$ cat src/rtl/clk_meas_pkg.sv
// Shared types and default parameters for the clk_meas clock monitor.
// Latency: n/a (types and constants only).
// Backpressure: n/a.
package clk_meas_pkg;

  typedef enum logic [1:0] {
    IDLE  = 2'd0,
    HIGH  = 2'd1,
    LOW   = 2'd2,
    STUCK = 2'd3
  } meas_state_t;

  localparam int CNT_W_DEF       = 16;
  localparam int SYNC_STAGES_DEF = 2;
  localparam int TIMEOUT_DEF     = 1000;

endpackage

$ cat src/rtl/sync_edge_det.sv
// Synchronizes an asynchronous level into clk and flags its rising/falling edges.
// Latency: an input change captured at edge k shows on level/rise/fall after edge k+STAGES-1.
// Backpressure: none; free-running.
//
// Ports: clk, rst (async active-high), d (async input),
//        level (synchronized d), rise/fall (one-cycle combinational edge flags).
module sync_edge_det
  import clk_meas_pkg::*;
#(
  parameter int STAGES = SYNC_STAGES_DEF
) (
  input  logic clk,
  input  logic rst,
  input  logic d,
  output logic level,
  output logic rise,
  output logic fall
);

  logic [STAGES-1:0] sync_q;
  logic              s_prev;

  always_ff @(posedge clk or posedge rst) begin
    if (rst) begin
      sync_q <= '0;
      s_prev <= 1'b0;
    end else begin
      sync_q <= {sync_q[STAGES-2:0], d};
      s_prev <= sync_q[STAGES-1];
    end
  end

  assign level = sync_q[STAGES-1];
  assign rise  = level & ~s_prev;
  assign fall  = ~level & s_prev;

endmodule

$ cat src/rtl/clk_meas.sv
// Measures high/low/period of an async clock in clk cycles, its phase after a reference, and stuck detection.
// Latency: meas_valid/phase_valid pulse in the cycle after edge k+SYNC_STAGES for an input edge captured at edge k.
// Backpressure: none; results are pulsed and held, never stalled.
//
// Ports: clk, rst (async active-high), sig_in (clock under test), ref_in (phase reference),
//        high_time/low_time/period/sat with meas_valid pulse, phase with phase_valid pulse,
//        stuck and stuck_level (synchronized sig_in level while stuck).
module clk_meas
  import clk_meas_pkg::*;
#(
  parameter int CNT_W       = CNT_W_DEF,
  parameter int SYNC_STAGES = SYNC_STAGES_DEF,
  parameter int TIMEOUT     = TIMEOUT_DEF
) (
  input  logic             clk,
  input  logic             rst,
  input  logic             sig_in,
  input  logic             ref_in,
  output logic [CNT_W-1:0] high_time,
  output logic [CNT_W-1:0] low_time,
  output logic [CNT_W:0]   period,
  output logic             meas_valid,
  output logic             sat,
  output logic [CNT_W-1:0] phase,
  output logic             phase_valid,
  output logic             stuck,
  output logic             stuck_level
);

  // The gap counter is sized from TIMEOUT alone so it never wraps before saturating.
  localparam int               GAP_W     = $clog2(TIMEOUT + 1);
  localparam logic [GAP_W-1:0] GAP_MAX   = GAP_W'(TIMEOUT);
  localparam logic [GAP_W:0]   TIMEOUT_V = (GAP_W + 1)'(TIMEOUT);
  localparam logic [CNT_W-1:0] CNT_MAX   = '1;
  localparam logic [CNT_W-1:0] CNT_ONE   = CNT_W'(1);

  logic s_level, s_rise, s_fall;
  logic r_rise;
  logic ref_level_unused, ref_fall_unused;

  sync_edge_det #(.STAGES(SYNC_STAGES)) u_sig_sync (
    .clk   (clk),
    .rst   (rst),
    .d     (sig_in),
    .level (s_level),
    .rise  (s_rise),
    .fall  (s_fall)
  );

  sync_edge_det #(.STAGES(SYNC_STAGES)) u_ref_sync (
    .clk   (clk),
    .rst   (rst),
    .d     (ref_in),
    .level (ref_level_unused),
    .rise  (r_rise),
    .fall  (ref_fall_unused)
  );

  meas_state_t      state_q, state_d;
  logic [CNT_W-1:0] hi_cnt, lo_cnt, ph_cnt;
  logic             sat_f, armed;
  logic [GAP_W-1:0] gap_cnt;
  logic [GAP_W:0]   gap_inc;
  logic             sig_edge, timeout_hit;
  logic             load_hi, inc_hi, load_lo, inc_lo, take;
  logic [CNT_W-1:0] ph_next;

  assign sig_edge = s_rise | s_fall;
  assign gap_inc  = {1'b0, gap_cnt} + 1'b1;
  // Fire on the cycle the gap count steps to TIMEOUT, so stuck appears exactly
  // TIMEOUT cycles after the cycle in which the last edge's effects became visible.
  // A same-cycle edge wins: the clock is evidently still toggling.
  assign timeout_hit = !sig_edge && (gap_inc >= TIMEOUT_V);
  assign ph_next     = (ph_cnt == CNT_MAX) ? CNT_MAX : ph_cnt + 1'b1;

  // State register
  always_ff @(posedge clk or posedge rst) begin
    if (rst) state_q <= IDLE;
    else     state_q <= state_d;
  end

  // Next state and datapath strobes
  always_comb begin
    state_d = state_q;
    load_hi = 1'b0;
    inc_hi  = 1'b0;
    load_lo = 1'b0;
    inc_lo  = 1'b0;
    take    = 1'b0;
    case (state_q)
      IDLE: begin
        if (s_rise) begin
          state_d = HIGH;
          load_hi = 1'b1;
        end
      end
      HIGH: begin
        if (s_fall) begin
          state_d = LOW;
          load_lo = 1'b1;
        end else begin
          inc_hi = 1'b1;
        end
      end
      LOW: begin
        if (s_rise) begin
          take    = 1'b1;
          load_hi = 1'b1;
          state_d = HIGH;
        end else begin
          inc_lo = 1'b1;
        end
      end
      STUCK: begin
        if (s_rise) begin
          state_d = HIGH;
          load_hi = 1'b1;
        end else if (s_fall) begin
          state_d = IDLE;
        end
      end
      default: state_d = IDLE;
    endcase
    if (state_q != STUCK && timeout_hit) state_d = STUCK;
  end

  // High/low counters and measurement registers
  always_ff @(posedge clk or posedge rst) begin
    if (rst) begin
      hi_cnt     <= '0;
      lo_cnt     <= '0;
      sat_f      <= 1'b0;
      high_time  <= '0;
      low_time   <= '0;
      period     <= '0;
      sat        <= 1'b0;
      meas_valid <= 1'b0;
    end else begin
      meas_valid <= take;
      if (take) begin
        high_time <= hi_cnt;
        low_time  <= lo_cnt;
        period    <= {1'b0, hi_cnt} + {1'b0, lo_cnt};
        sat       <= sat_f;
      end
      if (load_hi) begin
        hi_cnt <= CNT_ONE;
        lo_cnt <= '0;
        sat_f  <= 1'b0;
      end else begin
        if (load_lo) lo_cnt <= CNT_ONE;
        if (inc_hi) begin
          if (hi_cnt == CNT_MAX) sat_f  <= 1'b1;
          else                   hi_cnt <= hi_cnt + 1'b1;
        end
        if (inc_lo) begin
          if (lo_cnt == CNT_MAX) sat_f  <= 1'b1;
          else                   lo_cnt <= lo_cnt + 1'b1;
        end
      end
    end
  end

  // Gap counter: cycles since the last sig_in edge, saturating at TIMEOUT
  always_ff @(posedge clk or posedge rst) begin
    if (rst)                    gap_cnt <= '0;
    else if (sig_edge)          gap_cnt <= '0;
    else if (gap_cnt != GAP_MAX) gap_cnt <= gap_inc[GAP_W-1:0];
  end

  // Phase: the sig_in rise cycle itself is counted, so rises N cycles apart report N.
  always_ff @(posedge clk or posedge rst) begin
    if (rst) begin
      ph_cnt      <= '0;
      armed       <= 1'b0;
      phase       <= '0;
      phase_valid <= 1'b0;
    end else begin
      phase_valid <= 1'b0;
      if (r_rise && s_rise) begin
        ph_cnt      <= '0;
        phase       <= '0;
        phase_valid <= 1'b1;
        armed       <= 1'b0;
      end else if (r_rise) begin
        ph_cnt <= '0;
        armed  <= 1'b1;
      end else if (armed) begin
        if (s_rise) begin
          phase       <= ph_next;
          phase_valid <= 1'b1;
          armed       <= 1'b0;
        end else begin
          ph_cnt <= ph_next;
        end
      end
    end
  end

  assign stuck       = (state_q == STUCK);
  assign stuck_level = stuck & s_level;

endmodule

$ cat config.mk
export PLATFORM = sky130hd
export DESIGN_NAME = clk_meas
export DESIGN_NICKNAME = d
export VERILOG_FILES = /design/src/rtl/clk_meas_pkg.sv /design/src/rtl/sync_edge_det.sv /design/src/rtl/clk_meas.sv
export SDC_FILE = /design/constraint.sdc
export NUM_CORES = 1
export LEC_CHECK = 0
export ABC_AREA = 1
export BUFFER_PORTS_ARGS = -buffer_cell sky130_fd_sc_hd__buf_2
export CAP_MARGIN = 20
export CELL_PAD_IN_SITES_DETAIL_PLACEMENT = 0
export CELL_PAD_IN_SITES_GLOBAL_PLACEMENT = 2
export CORE_MARGIN = 3
export CORE_UTILIZATION = 35
export DETAILED_ROUTE_END_ITERATION = 8
export PLACE_DENSITY_LB_ADDON = 0.1
export SLEW_MARGIN = 40
export SYNTH_ARGS = -nofsm -noshare
export SYNTH_HDL_FRONTEND = slang
export SYNTH_SLANG_ARGS = --single-unit
$ cat constraint.sdc
create_clock -name clk -period 5.6 [get_ports clk]
set_input_delay 0.56 -clock clk [delete_from_list [all_inputs] [get_ports clk]]
set_output_delay 0.56 -clock clk [all_outputs]
set_load 0.05 [all_outputs]
==> reports/qor.csv, run 1 <==
stage,metric,value,unit
detailed_routing,drt_pass1_iterations,5,
worst_setup_path,timing.critical_path.fanout_max,15,
logic_synthesis,netlist.area_leader.share,0.475,
logic_synthesis,synthMuxAreaShare,0,
sta,min_period,2.55,ns
worst_hold_path,hp-class,input port to flop,
sta,setup_tns,0,ns
clock_tree,clock_latency,0.42,ns
logic_synthesis,synthTopCellsByCount,"nand2_1, dfrtp_1, inv_1",
logic_synthesis,synth.most_common_cell,nand2_1,
placed_design,place_area,7820,um^2
power,ir_worst_vdd,220,uV
cells_and_area,multi_input_area,3280,um^2
logic_synthesis,synth_warnings,0,
worst_setup_path,reg2reg_slack,3.05,ns
logic_synthesis,synth_top_family_by_area,simple AND/OR/NAND/NOR gates,
sta,hold_viol_final,0,
logic_synthesis,synthAdderAreaFrac,0.0447,
worst_setup_path,crit_path_top_delay_cell,nor2_2,
grt,grt_usage,0.174,
worst_setup_path,crit_path_frequent_cell,inv_1,
sta,fin_hold_ws,0.234,ns
logic_synthesis,ys_ff_latch,136,
clock_tree,cts_buffer_depth,2,
placed_design,dp_cells,1211,
worst_setup_path,crit_path_end_kind,flop,
detailed_routing,ant_nets,0,
sta,final-max-slew-violation-count,0,
logic_synthesis,synthArstFlopShare,1.00,
logic_synthesis,synth_xor_area_frac,0.0208,
clock_tree,cts.sinks,136,
sta,setup-violations-final,0,
sta,tightest_slew,0.785,ns
cells_and_area,finalNonFillerCells,1242,
power,p_leak,4.30,nW
cells_and_area,final_nets,994,
placed_design,gp_congestion,0.821,
cells_and_area,final_area,8500,um^2
worst_setup_path,crit_chain,inv_1 > ha_1 > inv_1 > nor2_2 > inv_1 > nand2_1 > inv_1 > o21ai_0 > a21oi_1,
cells_and_area,drive_gt1_frac,0.162,
grt,grt_pass1_vias,5781,
power,power,3.37,mW
floorplanning,core,19800,um^2
logic_synthesis,synth_nets,916,
floorplanning,num_io_pins,74,
worst_setup_path,cp.required,5.90,ns
floorplanning,rows,51,
logic_synthesis,synth-compound-area-share,0.119,
floorplanning,dieArea,22200,um^2
sta,relSlewSlack,0.476,
cells_and_area,fillers,2031,
grt,gr-total-overflow,0,
worst_setup_path,path_class,flop to flop,
sta,finalClockSkew,0.00845,ns
cells_and_area,regArea,3400,um^2
logic_synthesis,synth-simple-area-share,0.273,
sta,fin_crit_sh,0.455,
logic_synthesis,syn_inst,887,
floorplanning,die_x,149,um
logic_synthesis,synthFlopType,dfrtp_1,
sta,clock.fmax,392,MHz
clock_tree,htreeDepth,4,
placed_design,portBuffers,73,
detailed_routing,drt_wl_total,18600,um
cells_and_area,syn_to_final_growth,18.5,%
clock_tree,cts_setup_buffers,0,
logic_synthesis,ys_seq_area_frac,0.475,
worst_setup_path,critPathArrivalTime,2.85,ns
worst_setup_path,slowest_delay,0.56,ns
run_status,status,completed,
worst_setup_path,critPathLaunchType,flop,
placed_design,post-dp-hpwl,13600,um
floorplanning,die_y,149,um
logic_synthesis,syn_area,7170,um^2
logic_synthesis,synth_edf_count,0,
clock_tree,cts_tree,built,
detailed_routing,drc,0,
job,drv_cap,0,
clock_tree,cts_inserted_buffers,17,
floorplanning,start_util,0.362,
detailed_routing,vias_per_cell,4.88,
logic_synthesis,synth_top_cell_by_area,dfrtp_1,
power,power_density,397,nW/um^2
grt,grt_max_degree,88,
grt,grt_antenna_before_repair,0,
clock_tree,cts-root-buf,clkbuf_16,
logic_synthesis,syn_avg_cell_area,8.08,um^2
grt,grt_first_pass_wirelength,30600,um
detailed_routing,drtIter0Drc,337,
logic_synthesis,synth_cell_types,48,
detailed_routing,vias,6063,
sta,rsz0062_at_grt,false,
logic_synthesis,synth.area.top_cells,"dfrtp_1, nand2_1, o21ai_0",
clock_tree,cts_resized,0,
detailed_routing,wl_per_cell,15.0,um
cells_and_area,diodes,0,
clock_tree,clkTransAtPathRegs,0.06,ns
clock_tree,postCtsHoldBufs,0,
## metrics by stage
step / util / setup WS [ns]
after floorplan: - / 1.40
after global placement: 0.395 / 2.67
after detailed placement: 0.395 / 3.03
after CTS: 0.429 / 2.99
after global routing: 0.429 / 2.78
final: 0.429 / 3.05
## path summary, 6_finish.rpt
check | cells past startpoint | from | to
worst max-delay path | 9 | u_sig_sync.s_prev$_DFF_PP0_ | lo_cnt[4]$_DFF_PP0_
worst min-delay path | 1 | ref_in | u_ref_sync.sync_q[0]$_DFF_PP0_
worst max register to register | 9 | u_sig_sync.s_prev$_DFF_PP0_ | lo_cnt[4]$_DFF_PP0_
worst min register to register | 0 | u_ref_sync.sync_q[0]$_DFF_PP0_ | u_ref_sync.sync_q[1]$_DFF_PP0_
max in group asynchronous | 3 | rst | lo_cnt[15]$_DFF_PP0_
min in group asynchronous | 2 | rst | phase[14]$_DFFE_PP0P_
## sequential cells by signal, indices dropped and copies added, names as in the netlist
name / cells
period: 17
hi_cnt: 16
high_time: 16
lo_cnt: 16
low_time: 16
ph_cnt: 16
phase: 16
gap_cnt: 10
state_q: 2
u_ref_sync.sync_q: 2
u_sig_sync.sync_q: 2
armed: 1
meas_valid: 1
phase_valid: 1
sat: 1
sat_f: 1
u_ref_sync.s_prev: 1
u_sig_sync.s_prev: 1
## cells in the final DEF, fill, tap and decap left out, drive strengths merged, types with 2 or more instances in the layout
cell type  synthesis  final
and3               2      2
clkbuf             7     20
dfrtp            136    136
nand2            265    265
nor4               2      2
nand3b             6      6
ha                24     24
o21ai             90     90
nand4             13     13
clkinv             1      4
inv              106    107
a22o               8      8
nor3b              3      3
xnor2              4      4
nand3             50     50
a211oi             5      5
nor2              65     65
xor2              13     13
buf               10     76
a31oi              2      2
o31ai              4      4
or2                4      4
bufinv             0      6
o21a               2      2
a21oi             34     34
nor3              24     24
## metal layers
metal | up-vias | global-route usage | part of all wire
li1 | 3058 | - | -
met1 | 2878 | 0.251 | 0.50
met2 | 108 | 0.268 | 0.45
met3 | 19 | 0.0334 | 0.037
met4 | 0 | 0.0490 | 0.012
met5 | - | 0 | 0
## report_power, final
part | internal [mW] | switching, mW | total, mW
Clock | 0.859 | 0.440 | 1.30
Combinational | 0.219 | 0.639 | 0.858
Sequential | 1.10 | 0.112 | 1.21
Total | 2.18 | 1.19 | 3.37
## critical path, delay by kind of cell (launching register included)
kind	cells	cell delay [ns]
AOI/OAI and AO/OA	2	0.18
DFF	1	0.38
buffers and inverters	4	0.78
adders and majority gates	1	0.24
and+or+nand+nor	2	0.85
## cell type report
cell class	count	share of cell area
clock buffers	20	0.0538
clock inverters	11	0.0258
repair buffers	76	0.0461
inverters	107	0.0482
well taps	265	0.0390
flip-flops and latches	136	0.401
multi-input cells	627	0.387
## kinds of logic (layout without fill, tap and decap cells)
kind of cell | Yosys count | after routing
AOI/OAI and AO/OA | 151 | 151
xor gates and xnor gates | 17 | 17
adders and majority gates | 25 | 25
buffers and inverters | 124 | 214
DFF | 136 | 136
and+or+nand+nor | 434 | 434
Power figures use the tool's default switching activity.
==> run 2, diff against run 1 <==
--- a/config.mk
+++ b/config.mk
@@ -5,13 +5,13 @@
 export SDC_FILE = /design/constraint.sdc
 export NUM_CORES = 1
 export LEC_CHECK = 0
-export ABC_AREA = 1
+export ABC_AREA = 0
 export BUFFER_PORTS_ARGS = -buffer_cell sky130_fd_sc_hd__buf_2
 export CAP_MARGIN = 20
 export CELL_PAD_IN_SITES_DETAIL_PLACEMENT = 0
 export CELL_PAD_IN_SITES_GLOBAL_PLACEMENT = 2
 export CORE_MARGIN = 3
-export CORE_UTILIZATION = 35
+export CORE_UTILIZATION = 33
 export DETAILED_ROUTE_END_ITERATION = 8
 export PLACE_DENSITY_LB_ADDON = 0.1
 export SLEW_MARGIN = 40
==> constraint.sdc (replaced) <==
create_clock -name clk -period 2.3 [get_ports clk]
set_input_delay 0.23 -clock clk [delete_from_list [all_inputs] [get_ports clk]]
set_output_delay 0.23 -clock clk [all_outputs]
set_load 0.05 [all_outputs]
==> run 2 against run 1 <==
Sequential power increased by 130%. Count of clock-buffer cells in the layout unchanged. Critical path type unchanged. Register-to-register slack worse by 2.9 ns. Worst setup slack worse by 2.9 ns. Sequential share of layout area decreased by 0.85 points. Largest cell class is now multi-input gates. Largest power group unchanged. Core utilization down 0.73 points. Via count decreased by 5.0%. Critical path depth is the same. Routed wire length fell by 0.23%.
==> reports/qor.csv, run 2 <==
stage,metric,value,unit
clock_tree,clkTransAtPathRegs,0.06,ns
worst_setup_path,reg2reg_slack,0.14,ns
floorplanning,start_util,0.342,
logic_synthesis,synth.area.top_cells,"dfrtp_1, nand2_1, ha_1",
cells_and_area,finalNonFillerCells,1155,
clock_tree,cts-root-buf,clkbuf_16,
job,drv_cap,0,
clock_tree,cts.sinks,136,
clock_tree,htreeDepth,4,
grt,gr-total-overflow,0,
logic_synthesis,synth_warnings,0,
sta,min_period,2.16,ns
floorplanning,num_io_pins,74,
detailed_routing,drt_wl_total,18500,um
logic_synthesis,syn_area,7030,um^2
cells_and_area,regArea,3400,um^2
detailed_routing,drtIter0Drc,241,
sta,fin_hold_ws,0.366,ns
logic_synthesis,synth_edf_count,0,
floorplanning,die_y,152,um
logic_synthesis,syn_inst,765,
placed_design,post-dp-hpwl,13300,um
worst_setup_path,critPathLaunchType,flop,
grt,grt_max_degree,52,
worst_setup_path,rr_worst_depth,9,
sta,fin_crit_sh,0.941,
sta,hold_viol_final,0,
run_status,status,completed,
logic_synthesis,synthTopCellsByCount,"nand2_1, dfrtp_1, nor2_1",
placed_design,dp_cells,1121,
sta,tightest_slew,0.608,ns
logic_synthesis,netlist.area_leader.share,0.484,
logic_synthesis,synth-compound-area-share,0.137,
cells_and_area,largest-register,period,
logic_synthesis,synth_xor_area_frac,0.0598,
worst_setup_path,cp.required,2.61,ns
clock_tree,cts_setup_buffers,0,
sta,setup-violations-final,0,
logic_synthesis,synthArstFlopShare,1.00,
logic_synthesis,synth_top_family_by_area,simple AND/OR/NAND/NOR gates,
worst_hold_path,min_to,u_ref_sync.sync_q[1]$_DFF_PP0_,
power,power_density,855,nW/um^2
power,p_comb_frac,0.222,
detailed_routing,drc,0,
cells_and_area,final_core_utilization,0.422,
clock_tree,clock_latency,0.42,ns
logic_synthesis,synth_cell_types,67,
logic_synthesis,synth-simple-area-share,0.239,
cells_and_area,drive_gt1_frac,0.198,
grt,grt_pass1_vias,5602,
power,p_int,5.09,mW
sta,relSlewSlack,0.594,
logic_synthesis,syn_avg_cell_area,9.19,um^2
power,ir_worst_vdd,545,uV
clock_tree,cts_tree,built,
power,p_sw_frac,0.315,
power,clkPwrFrac,0.404,
worst_setup_path,timing.critical_path.fanout_max,3,
placed_design,gp_congestion,0.842,
cells_and_area,final_common_cell,nand2_1,
sta,setup_tns,0,ns
cells_and_area,largest_register_ffs,17,
logic_synthesis,synthAdderAreaFrac,0.0455,
logic_synthesis,synth_top_cell_by_area,dfrtp_1,
floorplanning,core,20600,um^2
worst_hold_path,hp-class,flop to flop,
cells_and_area,syn_to_final_growth,23.4,%
grt,grt_usage,0.162,
worst_setup_path,crit_path_end_kind,flop,
logic_synthesis,synthFlopType,dfrtp_1,
worst_setup_path,worstReg2RegStart,hi_cnt[1]$_DFFE_PP0P_,
detailed_routing,vias,5759,
cells_and_area,fillers,2075,
logic_synthesis,ys_ff_latch,136,
placed_design,portBuffers,73,
sta,rsz0062_at_grt,true,
sta,finalClockSkew,0.00904,ns
logic_synthesis,synth.most_common_cell,nand2_1,
clock_tree,cts_buffer_depth,2,
power,power_frac_seq,0.374,
power,p_leak,4.24,nW
grt,grt_antenna_before_repair,0,
cells_and_area,final_nets,902,
logic_synthesis,synthMuxAreaShare,0.0101,
worst_setup_path,path_class,flop to flop,
cells_and_area,mostFrequentLayoutCells,"nand2_1, dfrtp_1, buf_2",
detailed_routing,drt_pass1_iterations,4,
worst_setup_path,critPathArrivalTime,2.47,ns
detailed_routing,wl_per_cell,16.0,um
sta,worst_slack,0.135,ns
floorplanning,rows,52,
clock_tree,cts_inserted_buffers,17,
worst_hold_path,hp-start,u_ref_sync.sync_q[0]$_DFF_PP0_,
sta,clock.fmax,462,MHz
logic_synthesis,synth_nets,794,
detailed_routing,vias_per_cell,4.99,
worst_hold_path,whs_path_depth,0,
worst_setup_path,timing.rr.end,period[12]$_DFFE_PP0P_,
power,switchingPower,2.34,mW
logic_synthesis,ys_seq_area_frac,0.484,
sta,final-max-slew-violation-count,0,
grt,grt_first_pass_wirelength,30700,um
cells_and_area,diodes,0,
floorplanning,dieArea,23100,um^2
detailed_routing,ant_nets,0,
cells_and_area,multi_input_area,3510,um^2
placed_design,dp_slack,0.0401,ns
floorplanning,die_x,152,um
-- run 2: changes by cell type in the layout (fill, tap and decap cells not counted), sizes merged, moves of 21 or more --
cell / change
xnor2: +22
nand3: -21
inv: -91
nand2: -92
o21ai: -28
buf: +36
-- run 2: area by class of cell --
class / count / area share
timing repair buffer: 115 / 0.0836
sequential: 136 / 0.392
multi-input combinational: 587 / 0.404
clock inverter: 11 / 0.0226
inverter: 16 / 0.00735
tap: 270 / 0.0389
clock buffer: 20 / 0.0515
-- run 2: what timing repair did --
item | 4_1_cts | 5_1_grt
gates resized for setup | 1 | 12
gates cloned | 0 | 0
setup endpoints to repair | 2 | 6
hold endpoints to repair | 19 | 0
hold buffers | 3 | 0
-- run 2: worst max-delay path, cell delays in order, from the launching register on --
cell and delay, ns:
dfrtp_1 0.42, buf_4 0.13, inv_1 0.07, fa_2 0.41, nor2b_2 0.14, o2111ai_1 0.16, and3_4 0.22, o21ai_1 0.21
mux2i_1 0.23, nand2_1 0.06
-- run 2: metal layers --
metal  routed length [um]  global-route usage  up-vias
met4                  218              0.0458        0
met5                    0                   0        -
met2                 7990               0.233      101
li1                     -                   -     2866
met3                  633              0.0321       19
met1                 9690               0.246     2773
-- run 2: worst max path at each step --
stage / from / end / slack [ns] / cells past startpoint
5_1_grt: hi_cnt[1]$_DFFE_PP0P_ / period[14]$_DFFE_PP0P_ / -0.01 / 9
3_5_place_dp: hi_cnt[1]$_DFFE_PP0P_ / period[14]$_DFFE_PP0P_ / 0.04 / 9
4_1_cts: hi_cnt[1]$_DFFE_PP0P_ / period[12]$_DFFE_PP0P_ / 0.01 / 9
6_report: hi_cnt[1]$_DFFE_PP0P_ / period[12]$_DFFE_PP0P_ / 0.14 / 9
2_1_floorplan: hi_cnt[0]$_DFFE_PP0P_ / period[14]$_DFFE_PP0P_ / 0.18 / 9
3_3_place_gp: hi_cnt[1]$_DFFE_PP0P_ / period[15]$_DFFE_PP0P_ / 0.08 / 9
-- run 2: cells by family after synthesis --
logic type,Yosys count
flops,136
simple gates,358
xor+xnor,48
compound gates,149
buf+inv,42
fa+ha+maj,25
mux,7
-- run 2: metrics by stage --
stage,instance area (um^2),total power [mW]
3_5_place_dp,7960,4.42
4_1_cts,8630,7.49
3_3_place_gp,7960,4.41
2_1_floorplan,7040,3.87
6_report,8680,7.42
5_1_grt,8680,7.83
-- run 2: power groups by stage --
stage               combinational, mW  sequential [mW]  clock [mW]
CTS                              1.63             2.77        3.10
floorplan                       0.645             3.23           0
finish                           1.65             2.78        3.00
global route                     1.81             2.82        3.20
global placement                 1.62             2.80           0
detailed placement               1.61             2.81           0
==> run 3, diff against run 2 <==
--- a/config.mk
+++ b/config.mk
@@ -11,7 +11,8 @@
 export CELL_PAD_IN_SITES_DETAIL_PLACEMENT = 0
 export CELL_PAD_IN_SITES_GLOBAL_PLACEMENT = 2
 export CORE_MARGIN = 3
-export CORE_UTILIZATION = 33
+export CORE_UTILIZATION = 34
+export CTS_BUF_LIST = sky130_fd_sc_hd__clkbuf_2
 export DETAILED_ROUTE_END_ITERATION = 8
 export PLACE_DENSITY_LB_ADDON = 0.1
 export SLEW_MARGIN = 40
==> run 3 against run 2 <==
Total power decreased by 20%. Global-route usage increased by 0.67 points. Largest power group is now sequential cells. Sequential share of layout area increased by 1.6 points. Cell area decreased by 3.9%. Worst setup slack got worse by 0.049 ns. Critical path type unchanged. Routed wire length decreased by 2.1%. Critical path depth unchanged. Fmax decreased by 2.2%.
==> reports/qor.csv, run 3 (synthesis gave the netlist of run 2 again) <==
stage,metric,value,unit
run_status,status,completed,
worst_setup_path,critPathLaunchType,flop,
detailed_routing,vias,5776,
floorplanning,core,19900,um^2
clock_tree,clock_latency,0.69,ns
clock_tree,clkTransAtPathRegs,0.19,ns
floorplanning,num_io_pins,74,
detailed_routing,vias_per_cell,5.00,
detailed_routing,drc,0,
detailed_routing,drtIter0Drc,303,
sta,final-max-slew-violation-count,0,
floorplanning,dieArea,22400,um^2
sta,relSlewSlack,0.588,
detailed_routing,ant_nets,0,
floorplanning,die_x,150,um
cells_and_area,final_area,8340,um^2
detailed_routing,drt_pass1_iterations,5,
worst_setup_path,cp.required,2.89,ns
cells_and_area,syn_to_final_growth,18.6,%
power,power_density,710,nW/um^2
worst_setup_path,slowest_delay,0.46,ns
placed_design,place_area,7970,um^2
detailed_routing,wl_met2,8150,um
worst_setup_path,crit_chain,ha_1 > a211oi_2 > buf_4 > o21a_1 > o31ai_1 > buf_4 > or2_4 > a221oi_2 > o21ai_1,
clock_tree,cts.sinks,136,
detailed_routing,drt_wl_total,18100,um
sta,clock.fmax,452,MHz
worst_hold_path,hp-class,input port to flop,
grt,grt_usage,0.169,
placed_design,post-dp-hpwl,13200,um
worst_setup_path,timing.critical_path.fanout_max,4,
sta,setup-violations-final,0,
worst_setup_path,crit_path_frequent_cell,buf_4,
job,drv_cap,0,
sta,finalClockSkew,0.0340,ns
cells_and_area,final_core_utilization,0.419,
worst_setup_path,crit_path_top_delay_cell,dfrtp_1,
clock_tree,htreeDepth,4,
power,ir_worst_vdd,602,uV
worst_setup_path,crit_buf_inv,2,
floorplanning,start_util,0.353,
detailed_routing,routed.top_layer,met4,
worst_setup_path,critPathArrivalTime,2.80,ns
cells_and_area,mostFrequentLayoutCells,"nand2_1, dfrtp_1, buf_2",
sta,hold_viol_final,0,
grt,grt_antenna_before_repair,1,
cells_and_area,final_nets,905,
grt,grt_pass1_vias,5721,
detailed_routing,wirelength_met1,9140,um
sta,tightest_slew,0.616,ns
grt,grt_first_pass_wirelength,30100,um
sta,min_period,2.21,ns
clock_tree,cts_inserted_buffers,17,
power,p_leak,4.13,nW
clock_tree,cts_buffer_depth,2,
worst_setup_path,critical_path.top_delay_family,compound AO/OA/AOI/OAI gates,
floorplanning,rows,51,
worst_setup_path,crit_path_end_kind,flop,
cells_and_area,largest_register_ffs,17,
placed_design,portBuffers,73,
sta,fin_hold_ws,0.177,ns
worst_setup_path,path_class,flop to flop,
placed_design,gp_congestion,0.850,
sta,fin_crit_sh,0.962,
grt,grt_max_degree,52,
cells_and_area,largest-register,period,
cells_and_area,final_common_cell,nand2_1,
clock_tree,cts_tree,built,
detailed_routing,wl_per_cell,15.7,um
cells_and_area,drive_gt1_frac,0.200,
detailed_routing,wl_met3,698,um
sta,setup_tns,0,ns
grt,gr-total-overflow,0,
clock_tree,cts-root-buf,clkbuf_2,
floorplanning,die_y,150,um
## run 3: metrics by stage
step                std cells  power [mW]  worst slack, ns
global route             1155        6.30         -0.00668
floorplan                 765        3.87            0.185
detailed placement       1115        4.42           0.0560
global placement         1115        4.42           0.0637
CTS                      1150        5.97           0.0150
finish                   1155        5.92           0.0864
## run 3: worst reg2reg max path: stages (launching register included)
cell	delay [ns]
dfrtp_1	0.46
ha_1	0.34
a211oi_2	0.22
buf_4	0.14
o21a_1	0.16
o31ai_1	0.08
buf_4	0.16
or2_4	0.27
a221oi_2	0.20
o21ai_1	0.08
## run 3: final cells by class
type	instances	area [um^2]
multi-input cells	587	3500
well taps	265	332
clock buffers	23	115
fillers	2046	11600
flip-flops and latches	136	3400
repair buffers	118	796
inverters	16	63.8
diodes	1	2.50
clock inverters	9	125
## run 3: report_power, final
group          leakage, nW  switching, mW  total, mW  internal (mW)
logic                 2.12           1.11       1.66          0.544
registers             1.85          0.167       2.77           2.60
clock network        0.157          0.866       1.49          0.626
## run 3: worst paths after layout
kind / from / endpoint / slack, ns / cells after the start
max: hi_cnt[1]$_DFFE_PP0P_ / period[15]$_DFFE_PP0P_ / 0.09 / 9
min: ref_in / u_ref_sync.sync_q[0]$_DFF_PP0_ / 0.18 / 2
max reg2reg: hi_cnt[1]$_DFFE_PP0P_ / period[15]$_DFFE_PP0P_ / 0.09 / 9
min reg2reg: u_ref_sync.sync_q[0]$_DFF_PP0_ / u_ref_sync.sync_q[1]$_DFF_PP0_ / 0.39 / 0
max in group asynchronous: rst / sat_f$_DFF_PP0_ / 1.05 / 6
min in group asynchronous: rst / high_time[15]$_DFFE_PP0P_ / 0.58 / 4
## run 3: what timing repair did
| action | 4_1_cts | 5_1_grt |
|---|---|---|
| resized for setup | 0 | 13 |
| hold buffers | 3 | 1 |
| hold endpoints to repair | 27 | 5 |
| setup buffers | 0 | 2 |
| endpoints found under the setup margin | 0 | 11 |
## run 3: per-layer routing
metal / GRT usage / vias up
met5: 0 / -
met4: 0.0425 / 0
met3: 0.0366 / 11
met2: 0.261 / 89
met1: 0.241 / 2803
li1: - / 2873
